$ cat config.mk
export PLATFORM = sky130hd
export DESIGN_NAME = rf_wb_arbiter_flat
export DESIGN_NICKNAME = d
export VERILOG_FILES = /design/src/rtl/rf_pkg.sv /design/src/rtl/rf_wb_arbiter_if.sv /design/src/rtl/rf_scoreboard.sv /design/src/rtl/rf_wb_arbiter.sv /design/src/flat_wrapper.sv
export SDC_FILE = /design/constraint.sdc
export NUM_CORES = 1
export LEC_CHECK = 0
export BUFFER_PORTS_ARGS = -buffer_cell sky130_fd_sc_hd__clkbuf_2
export CAP_MARGIN = 0
export CORE_MARGIN = 10
export CORE_UTILIZATION = 25
export CTS_BUF_LIST = sky130_fd_sc_hd__clkbuf_16
export CTS_CLUSTER_SIZE = 12
export DETAILED_ROUTE_END_ITERATION = 12
export GPL_ROUTABILITY_DRIVEN = 0
export HOLD_SLACK_MARGIN = 0.1
export PLACE_DENSITY_LB_ADDON = 0.1
export SKIP_CTS_REPAIR_TIMING = 1
export SLEW_MARGIN = 5
export SYNTH_ARGS = -nofsm -noshare
export SYNTH_HDL_FRONTEND = slang
export SYNTH_HIERARCHICAL = 1
export SYNTH_SLANG_ARGS = --single-unit
$ cat constraint.sdc
create_clock -name clk -period 3.01 [get_ports clk]
set_clock_uncertainty 0.15 [all_clocks]
set_input_delay 0 -clock clk [delete_from_list [all_inputs] [get_ports clk]]
set_output_delay 0 -clock clk [all_outputs]
set_load 0.01 [all_outputs]
$ cat src/rtl/rf_pkg.sv
// Shared types and sizes for the register-file writeback arbiter slice.
package rf_pkg;

  localparam int REG_ADDR_W = 5;
  localparam int NUM_REGS   = 32;
  localparam int XLEN       = 32;

  typedef logic [REG_ADDR_W-1:0] reg_addr_t;

  typedef struct packed {
    logic             valid;
    reg_addr_t        addr;
    logic [XLEN-1:0]  data;
  } wb_req_t;

endpackage

$ cat src/rtl/rf_wb_arbiter_if.sv
// Writeback request/grant bus plus the register file write port it drives.
interface rf_wb_arbiter_if #(parameter int XLEN = rf_pkg::XLEN);
  import rf_pkg::*;

  logic            wb0_valid;
  reg_addr_t       wb0_addr;
  logic [XLEN-1:0] wb0_data;
  logic            wb0_ready;

  logic            wb1_valid;
  reg_addr_t       wb1_addr;
  logic [XLEN-1:0] wb1_data;
  logic            wb1_ready;

  logic            rf_we;
  reg_addr_t       rf_waddr;
  logic [XLEN-1:0] rf_wdata;

  // The arbiter is the slave of the writeback sources and drives the register file.
  modport slave (
    input  wb0_valid, wb0_addr, wb0_data,
    input  wb1_valid, wb1_addr, wb1_data,
    output wb0_ready, wb1_ready,
    output rf_we, rf_waddr, rf_wdata
  );

  modport master (
    output wb0_valid, wb0_addr, wb0_data,
    output wb1_valid, wb1_addr, wb1_data,
    input  wb0_ready, wb1_ready,
    input  rf_we, rf_waddr, rf_wdata
  );

endinterface

$ cat src/rtl/rf_scoreboard.sv
// Busy scoreboard for registers x1..x31 awaiting a long-latency writeback.
module rf_scoreboard
  import rf_pkg::*;
(
  input  logic                clk,
  input  logic                rst_n,
  input  logic                set_en,
  input  reg_addr_t           set_addr,
  input  logic                clr_en,
  input  reg_addr_t           clr_addr,
  input  reg_addr_t           rs1,
  input  reg_addr_t           rs2,
  input  reg_addr_t           rd,
  output logic                stall,
  output logic [NUM_REGS-1:0] busy
);

  logic [NUM_REGS-1:1] busy_q;
  logic [NUM_REGS-1:1] busy_d;

  // The set is applied after the clear so a same-cycle set/clear leaves the bit busy.
  always_comb begin
    busy_d = busy_q;
    if (clr_en && (clr_addr != '0)) begin
      busy_d[clr_addr] = 1'b0;
    end
    if (set_en && (set_addr != '0)) begin
      busy_d[set_addr] = 1'b1;
    end
  end

  always_ff @(posedge clk or negedge rst_n) begin
    if (!rst_n) begin
      busy_q <= '0;
    end else begin
      busy_q <= busy_d;
    end
  end

  assign busy  = {busy_q, 1'b0};
  assign stall = busy[rs1] | busy[rs2] | busy[rd];

endmodule

$ cat src/rtl/rf_wb_arbiter.sv
// Two-source register file writeback arbiter with starvation guard and busy scoreboard.
// Optional forwarding outputs are enabled by defining RF_WB_FWD_EN.
module rf_wb_arbiter
  import rf_pkg::*;
#(
  parameter int STARVE_LIMIT = 4,
  parameter int XLEN         = rf_pkg::XLEN
) (
  input  logic             clk,
  input  logic             rst_n,
  rf_wb_arbiter_if.slave   wb,
  input  logic             sb_set,
  input  reg_addr_t        sb_rd,
  input  reg_addr_t        dec_rs1,
  input  reg_addr_t        dec_rs2,
  input  reg_addr_t        dec_rd,
  output logic             dec_stall,
  output logic [3:0]       starve_cnt
`ifdef RF_WB_FWD_EN
  ,
  output logic             fwd_hit0,
  output logic             fwd_hit1,
  output logic [XLEN-1:0]  fwd_data
`endif
);

  localparam logic [3:0] LIMIT = 4'(STARVE_LIMIT);

  wb_req_t             req0;
  wb_req_t             req1;
  wb_req_t             sel;
  logic                grant0;
  logic                grant1;
  logic [3:0]          starve_q;
  logic [3:0]          starve_d;
  logic [XLEN-1:0]     wdata_sel;
  logic [NUM_REGS-1:0] busy;

  // Requests are masked by reset so nothing is granted while rst_n is low.
  always_comb begin
    req0     = '{valid: wb.wb0_valid & rst_n, addr: wb.wb0_addr, data: wb.wb0_data};
    req1     = '{valid: wb.wb1_valid & rst_n, addr: wb.wb1_addr, data: wb.wb1_data};
    grant0   = 1'b0;
    grant1   = 1'b0;
    sel      = '0;
    starve_d = '0;
    if (req0.valid && req1.valid) begin
      if (starve_q == LIMIT) begin
        grant1 = 1'b1;
      end else begin
        grant0 = 1'b1;
      end
    end else if (req0.valid) begin
      grant0 = 1'b1;
    end else if (req1.valid) begin
      grant1 = 1'b1;
    end
    if (grant0) begin
      sel = req0;
    end else if (grant1) begin
      sel = req1;
    end
    if (req1.valid && !grant1) begin
      starve_d = (starve_q == LIMIT) ? starve_q : starve_q + 4'd1;
    end
  end

  always_ff @(posedge clk or negedge rst_n) begin
    if (!rst_n) begin
      starve_q <= '0;
    end else begin
      starve_q <= starve_d;
    end
  end

  assign wdata_sel    = sel.data;
  assign wb.wb0_ready = grant0;
  assign wb.wb1_ready = grant1;
  assign wb.rf_we     = sel.valid & (sel.addr != '0);
  assign wb.rf_waddr  = sel.addr;
  assign wb.rf_wdata  = wdata_sel;
  assign starve_cnt   = starve_q;

  rf_scoreboard u_scoreboard (
    .clk      (clk),
    .rst_n    (rst_n),
    .set_en   (sb_set),
    .set_addr (sb_rd),
    .clr_en   (grant1),
    .clr_addr (req1.addr),
    .rs1      (dec_rs1),
    .rs2      (dec_rs2),
    .rd       (dec_rd),
    .stall    (dec_stall),
    .busy     (busy)
  );

`ifdef RF_WB_FWD_EN
  assign fwd_hit0 = wb.rf_we & (wb.rf_waddr == dec_rs1);
  assign fwd_hit1 = wb.rf_we & (wb.rf_waddr == dec_rs2);
  assign fwd_data = wb.rf_wdata;
`endif

  // Decode stalls on busy registers, so an in-order write to one means a broken stall path.
  wb0_busy_write : assert property (@(posedge clk) disable iff (!rst_n)
    (grant0 && (req0.addr != '0)) |-> !busy[req0.addr]);

endmodule

$ cat src/flat_wrapper.sv
// flat-port wrapper written by rule: the top's interface ports become plain ports
module rf_wb_arbiter_flat import rf_pkg::*;
#(
  parameter int STARVE_LIMIT = 4,
  parameter int XLEN         = rf_pkg::XLEN
)
  (clk, rst_n, sb_set, sb_rd, dec_rs1, dec_rs2, dec_rd, dec_stall, starve_cnt, wb_wb0_valid, wb_wb0_addr, wb_wb0_data, wb_wb1_valid, wb_wb1_addr, wb_wb1_data, wb_wb0_ready, wb_wb1_ready, wb_rf_we, wb_rf_waddr, wb_rf_wdata);
  rf_wb_arbiter_if #(.XLEN(XLEN)) wb_i ();
  input  logic clk;
  input  logic rst_n;
  input  logic sb_set;
  input  reg_addr_t sb_rd;
  input  reg_addr_t dec_rs1;
  input  reg_addr_t dec_rs2;
  input  reg_addr_t dec_rd;
  output logic dec_stall;
  output logic [3:0] starve_cnt;
  input wire logic [$bits(wb_i.wb0_valid)-1:0] wb_wb0_valid;
  input wire logic [$bits(wb_i.wb0_addr)-1:0] wb_wb0_addr;
  input wire logic [$bits(wb_i.wb0_data)-1:0] wb_wb0_data;
  input wire logic [$bits(wb_i.wb1_valid)-1:0] wb_wb1_valid;
  input wire logic [$bits(wb_i.wb1_addr)-1:0] wb_wb1_addr;
  input wire logic [$bits(wb_i.wb1_data)-1:0] wb_wb1_data;
  output wire logic [$bits(wb_i.wb0_ready)-1:0] wb_wb0_ready;
  output wire logic [$bits(wb_i.wb1_ready)-1:0] wb_wb1_ready;
  output wire logic [$bits(wb_i.rf_we)-1:0] wb_rf_we;
  output wire logic [$bits(wb_i.rf_waddr)-1:0] wb_rf_waddr;
  output wire logic [$bits(wb_i.rf_wdata)-1:0] wb_rf_wdata;
  assign wb_i.wb0_valid = wb_wb0_valid;
  assign wb_i.wb0_addr = wb_wb0_addr;
  assign wb_i.wb0_data = wb_wb0_data;
  assign wb_i.wb1_valid = wb_wb1_valid;
  assign wb_i.wb1_addr = wb_wb1_addr;
  assign wb_i.wb1_data = wb_wb1_data;
  assign wb_wb0_ready = wb_i.wb0_ready;
  assign wb_wb1_ready = wb_i.wb1_ready;
  assign wb_rf_we = wb_i.rf_we;
  assign wb_rf_waddr = wb_i.rf_waddr;
  assign wb_rf_wdata = wb_i.rf_wdata;
  rf_wb_arbiter #(.STARVE_LIMIT(STARVE_LIMIT), .XLEN(XLEN)) u_core (.clk(clk), .rst_n(rst_n), .wb(wb_i), .sb_set(sb_set), .sb_rd(sb_rd), .dec_rs1(dec_rs1), .dec_rs2(dec_rs2), .dec_rd(dec_rd), .dec_stall(dec_stall), .starve_cnt(starve_cnt));
endmodule
## Word-level counts from Yosys, hierarchy flattened

Cells that the tools add are included.

| storage, ports and cells | value |
|---|---|
| bits in registers | 35 |
| bits in latches | 0 |
| bits in writable memories | 0 |
| bits in read-only memories | 0 |
| bits of input ports | 99 |
| word-level logic and storage cells | 53 |
| memories kept | 0 |

| cells by class | value |
|---|---|
| $add $sub $neg | 1 |
| $mul | 0 |
| divide/modulo/power cells | 0 |
| magnitude comparators | 7 |
| eq/ne operators | 2 |
| shifts and indexed selects | 0 |
| multiplexer cells | 23 |
| bitwise logic cells | 8 |
| reduce and logical (&&, ||, !) cells | 10 |

Operators with widths:

| kind | number |
|---|---|
| two-way mux 38 bit | 2 |
| two-way mux 31 bit | 2 |
| AND 31 bit | 1 |
| inverter 31 bit | 1 |
| bitwise OR 31 bit | 1 |
| less-than comparator 5 x 6 -> 1 bit (second input constant) | 5 |
| binary-select mux 1 bit (select 5 bit) | 3 |
| nonzero test 5 bit | 3 |
| two-way mux 1 bit | 12 |
| demux 1 bit (select 5 bit) | 2 |
| greater-or-equal comparator 5 x 1 -> 1 bit (second input constant) | 2 |
| two-way mux 4 bit | 2 |
| logical AND 1 bit | 6 |
| adder 4 x 1 -> 4 bit (second input constant) | 1 |
| equality test 4 x 3 -> 1 bit (second input constant) | 1 |
| AND 1 bit | 3 |
| != test 2 bit (second input constant) | 1 |
| bitwise OR 1 bit | 2 |
| zero test 1 bit | 1 |

## Longest topological paths before layout

| depth | value |
|---|---|
| word-level depth | 9 |
| mapped depth | 8 |

## Modules after synthesis

Netlist, hierarchy kept.

By module, submodules not included:

| module | instances | cells each | area each (um^2) | seq. area each (um^2) |
|---|---|---|---|---|
| rf_scoreboard | 1 | 205 | 2228.4 | 775.7 |
| rf_wb_arbiter | 1 | 74 | 621.8 | 100.1 |

## Worst setup path before layout

No wires, ideal clock.

| path | value |
|---|---|
| path type | register -> register |
| start | register u_core.starve_q[0], in the netlist u_core/starve_cnt[0] |
| end | register u_core/u_scoreboard/busy_q[16] (netlist name) |
| arrival | 1938 ps |
| required time | 2729 ps |
| path slack | 791 ps |
| stages on the path, launching flop included | 9 |
| period minus slack after synthesis | 2219 ps |
| path through | dfrtp_1 > inv_1 > ha_1 > nand3b_1 > a21oi_1 > buf_2 > or3b_2 > o21ai_0 > o21ai_0 |

| on the way | value |
|---|---|
| word-level cells in the longest chain between the ends | 7 |

RTL lines:

| what | line | text |
|---|---|---|
| start, declared | rf_wb_arbiter.sv:34 | `logic [3:0] starve_q;` |
| start signal, assigned | rf_wb_arbiter.sv:72 | `starve_q <= starve_d;` |
| equality test 4 x 3 -> 1 bit (*) | rf_wb_arbiter.sv:48 | `if (starve_q == LIMIT) begin` |
| two-way mux 1 bit (*) | rf_wb_arbiter.sv:48 |  |
| two-way mux 1 bit (*) | rf_wb_arbiter.sv:47 | `if (req0.valid && req1.valid) begin` |
| named net wb_wb1_ready | flat_wrapper.sv:25 | `output wire logic [$bits(wb_i.wb1_ready)-1:0] wb_wb1_ready;` |
| logical AND 1 bit (*) | rf_scoreboard.sv:24 | `if (clr_en && (clr_addr != '0)) begin` |
| two-way mux 31 bit (*) | rf_scoreboard.sv:24 |  |
| bitwise OR 31 bit (no line) | - |  |
| two-way mux 31 bit (*) | rf_scoreboard.sv:27 | `if (set_en && (set_addr != '0)) begin` |
| named net u_core.u_scoreboard.busy_d (one bit) | rf_scoreboard.sv:19 | `logic [NUM_REGS-1:1] busy_d;` |
| end signal, assigned | rf_scoreboard.sv:36 | `busy_q <= busy_d;` |
| end, declared | rf_scoreboard.sv:18 | `logic [NUM_REGS-1:1] busy_q;` |

Mark *: on every way through the listed nets, which the timed path passes. The rest lies on a longest branch.
A chain may end at the register's enable or synchronous reset.

## Worst setup path after layout

| path | value |
|---|---|
| start | register u_core.starve_q[0], in the netlist u_core/starve_cnt[0] |
| end | register u_core/u_scoreboard/busy_q[3] (netlist name) |

| on the way | value |
|---|---|
| word-level cells in the longest chain between the ends | 7 |

RTL lines:

| what | line |
|---|---|
| equality test 4 x 3 -> 1 bit (*) | rf_wb_arbiter.sv:48 |
| two-way mux 1 bit (*) | rf_wb_arbiter.sv:48 |
| two-way mux 1 bit (*) | rf_wb_arbiter.sv:47 |
| logical AND 1 bit (*) | rf_scoreboard.sv:24 |
| two-way mux 31 bit (*) | rf_scoreboard.sv:24 |
| bitwise OR 31 bit (no line) | - |
| two-way mux 31 bit (*) | rf_scoreboard.sv:27 |
| named net u_core.u_scoreboard.busy_d (one bit) | rf_scoreboard.sv:19 |

Marks and branches as above.

==> impl_metrics.ini <==
[status]
status = finished clean

[clock_tree]
cts-root-buf = clkbuf_16
clk_latency_ns = 0.28
cts_made_buffers = 5
cts_tree = yes
clk_pin_slew_ns = 0.06
ctsLongestPathBuffers = 2
htree_levels = 2
cts_sinks = 35

[worst_setup_path]
critPathLaunch = u_core/starve_cnt[0]$_DFFE_PN0P_
reg2regPathDepth = 8
crit_path_start_kind = register
r2r-end = u_core/u_scoreboard/busy_q[3]$_DFF_PN0_
crit_fanout = 6
path_cells = inv_1, ha_1, nand3b_1, a21oi_4, nand3b_1, o21ai_0, o21ai_0, dlygate4sd3_1
r2r_setup_slack_ns = 0.69
path_buf_inv = 2
worstSetupPathType = reg2reg
slowest_delay_ns = 0.57
endpoint = u_core/u_scoreboard/busy_q[3]$_DFF_PN0_
reg2reg_from = u_core/starve_cnt[0]$_DFFE_PN0P_
worst_path_max_delay_cell = dlygate4sd3_1
cp_data_arrival_time_ns = 2.32
critical-path-top-delay-family = buffers and inverters
crit_cells = 8
cp_data_required_time_ns = 3.02
worstSetupEndpointType = register

[drt]
drt_pre_antenna_iters = 4
vias = 2998
dr_wl_met3_mm = 1.07
wl_per_cell_um = 19.9
drt-initial-drc-count = 212
postRouteWirelength_mm = 11.4
routed-wl-met2_mm = 5.39
routed.top_layer = met4
drc_errors = 0
wl_met1_mm = 4.76
postRouteAntennaNets = 0
viasPerCell = 5.26

[placement]
dp.cells = 547
place_ws_ns = 0.851
placedInstanceArea_um2 = 3640
place_hpwl_mm = 9.35
io_buffers = 143

[logic_synthesis]
avgSynthCellArea_um2 = 10.2
synthCells = 277
yosys_warnings = 6
synthesis.area_um2 = 2840
syn_nets = 378

[cells_and_area]
antenna_cells = 0
fin_cells = 570
drive_gt1_share_pct = 42.1
fin_nets = 530
postLayoutCellArea_um2 = 3960
syn_to_final_growth_pct = 39.3
fillers = 1152
area.sequential_um2 = 876
multi_input_comb_area_um2 = 1820

[timing]
setup_slack_ns = 0.694
min_period_ns = 2.32
fin_tns_setup_ns = 0
fin_crit_sh_pct = 76.9
rsz0062_at_grt = no
slew_violations = 0
relSlewSlack_pct = 68.6
max_freq_ghz = 0.432
worst_slew_pin_slew_ns = 0.471
hold_viol = 0
final-setup-viol-count = 0

[pwr]
leakagePower_nw = 1.80
irDropWorstVdd_uv = 229
power_density_nw_per_um2 = 470

[die]
pin_count = 144
core-area_um2 = 11000
die_area_um2 = 16000
start_util_pct = 25.8
die_w_um = 127
rows = 38
fp.dieH_um = 127

[job]
drv_cap = 0

[global_routing]
grt_first_pass_wirelength_mm = 17.5
grt_pass1_vias = 3117
antenna_found_initial = 0
grt_max_degree = 40
overflow = 0
grtUsageTotal_pct = 13.3

[hold_path]
hold_class = in2reg
report_power, final:
group          internal (mW)  switching, mW
Sequential             0.572          0.122
Clock                  0.390          0.198
Combinational          0.316          0.261
Total                   1.28          0.581
cell usage in the layout, fill, tap and decap left out, types with 7 or more instances in the layout:
| cell type | count |
|---|---|
| o21ai_0 | 63 |
| mux2i_1 | 12 |
| nand3b_1 | 10 |
| dlygate4sd3_1 | 15 |
| nand2_1 | 10 |
| inv_1 | 7 |
| nand3_1 | 9 |
| dfrtp_1 | 35 |
| clkbuf_2 | 143 |
| nor2_1 | 10 |
| mux4_2 | 14 |
| a22o_1 | 38 |
how the worst min path moves through the flow:
stage	depth (start not counted)	from	to
2_1_floorplan	0	rst_n	u_core/starve_cnt[0]$_DFFE_PN0P_
3_5_place_dp	2	rst_n	u_core/starve_cnt[2]$_DFFE_PN0P_
3_3_place_gp	2	rst_n	u_core/starve_cnt[2]$_DFFE_PN0P_
4_1_cts	2	rst_n	u_core/starve_cnt[0]$_DFFE_PN0P_
6_report	4	wb_wb1_addr[4]	u_core/u_scoreboard/busy_q[26]$_DFF_PN0_
5_1_grt	4	wb_wb1_addr[2]	u_core/u_scoreboard/busy_q[4]$_DFF_PN0_
worst reg2reg max path, stage by stage, from the launching register on:
cell and delay (ns):
dfrtp_1 0.42, inv_1 0.07, ha_1 0.14, nand3b_1 0.16
a21oi_4 0.26, nand3b_1 0.16, o21ai_0 0.16, o21ai_0 0.09
dlygate4sd3_1 0.57
flip-flops by register name, summed over array words and instances (netlist names):
| register | flops |
|---|---|
| u_core/u_scoreboard/busy_q | 31 |
| u_core/starve_cnt | 4 |
metrics by stage:
step	total power, mW	hold slack, ns	utilization, %
detailed placement	1.26	-0.0151	33.1
finish	1.86	0.102	36.0
global route	1.97	0.142	36.0
floorplan	1.02	-0.446	-
global placement	1.26	-0.0143	33.1
CTS	1.86	-0.311	34.6
cell type report:
type	instances	area share, %
flip-flops and latches	35	22.1
clock inverters	3	1.11
well taps	140	4.43
clock buffers	5	3.16
repair buffers	161	22.5
inverters	7	0.664
multi-input cells	219	46.0
per-layer routing:
metal / track usage [%] / vias up
li1: - / 1405
met1: 16.5 / 1440
met2: 21.4 / 144
met3: 5.21 / 9
met4: 2.81 / 0
met5: 0 / -
No activity file was read; power rests on OpenSTA's default activity.
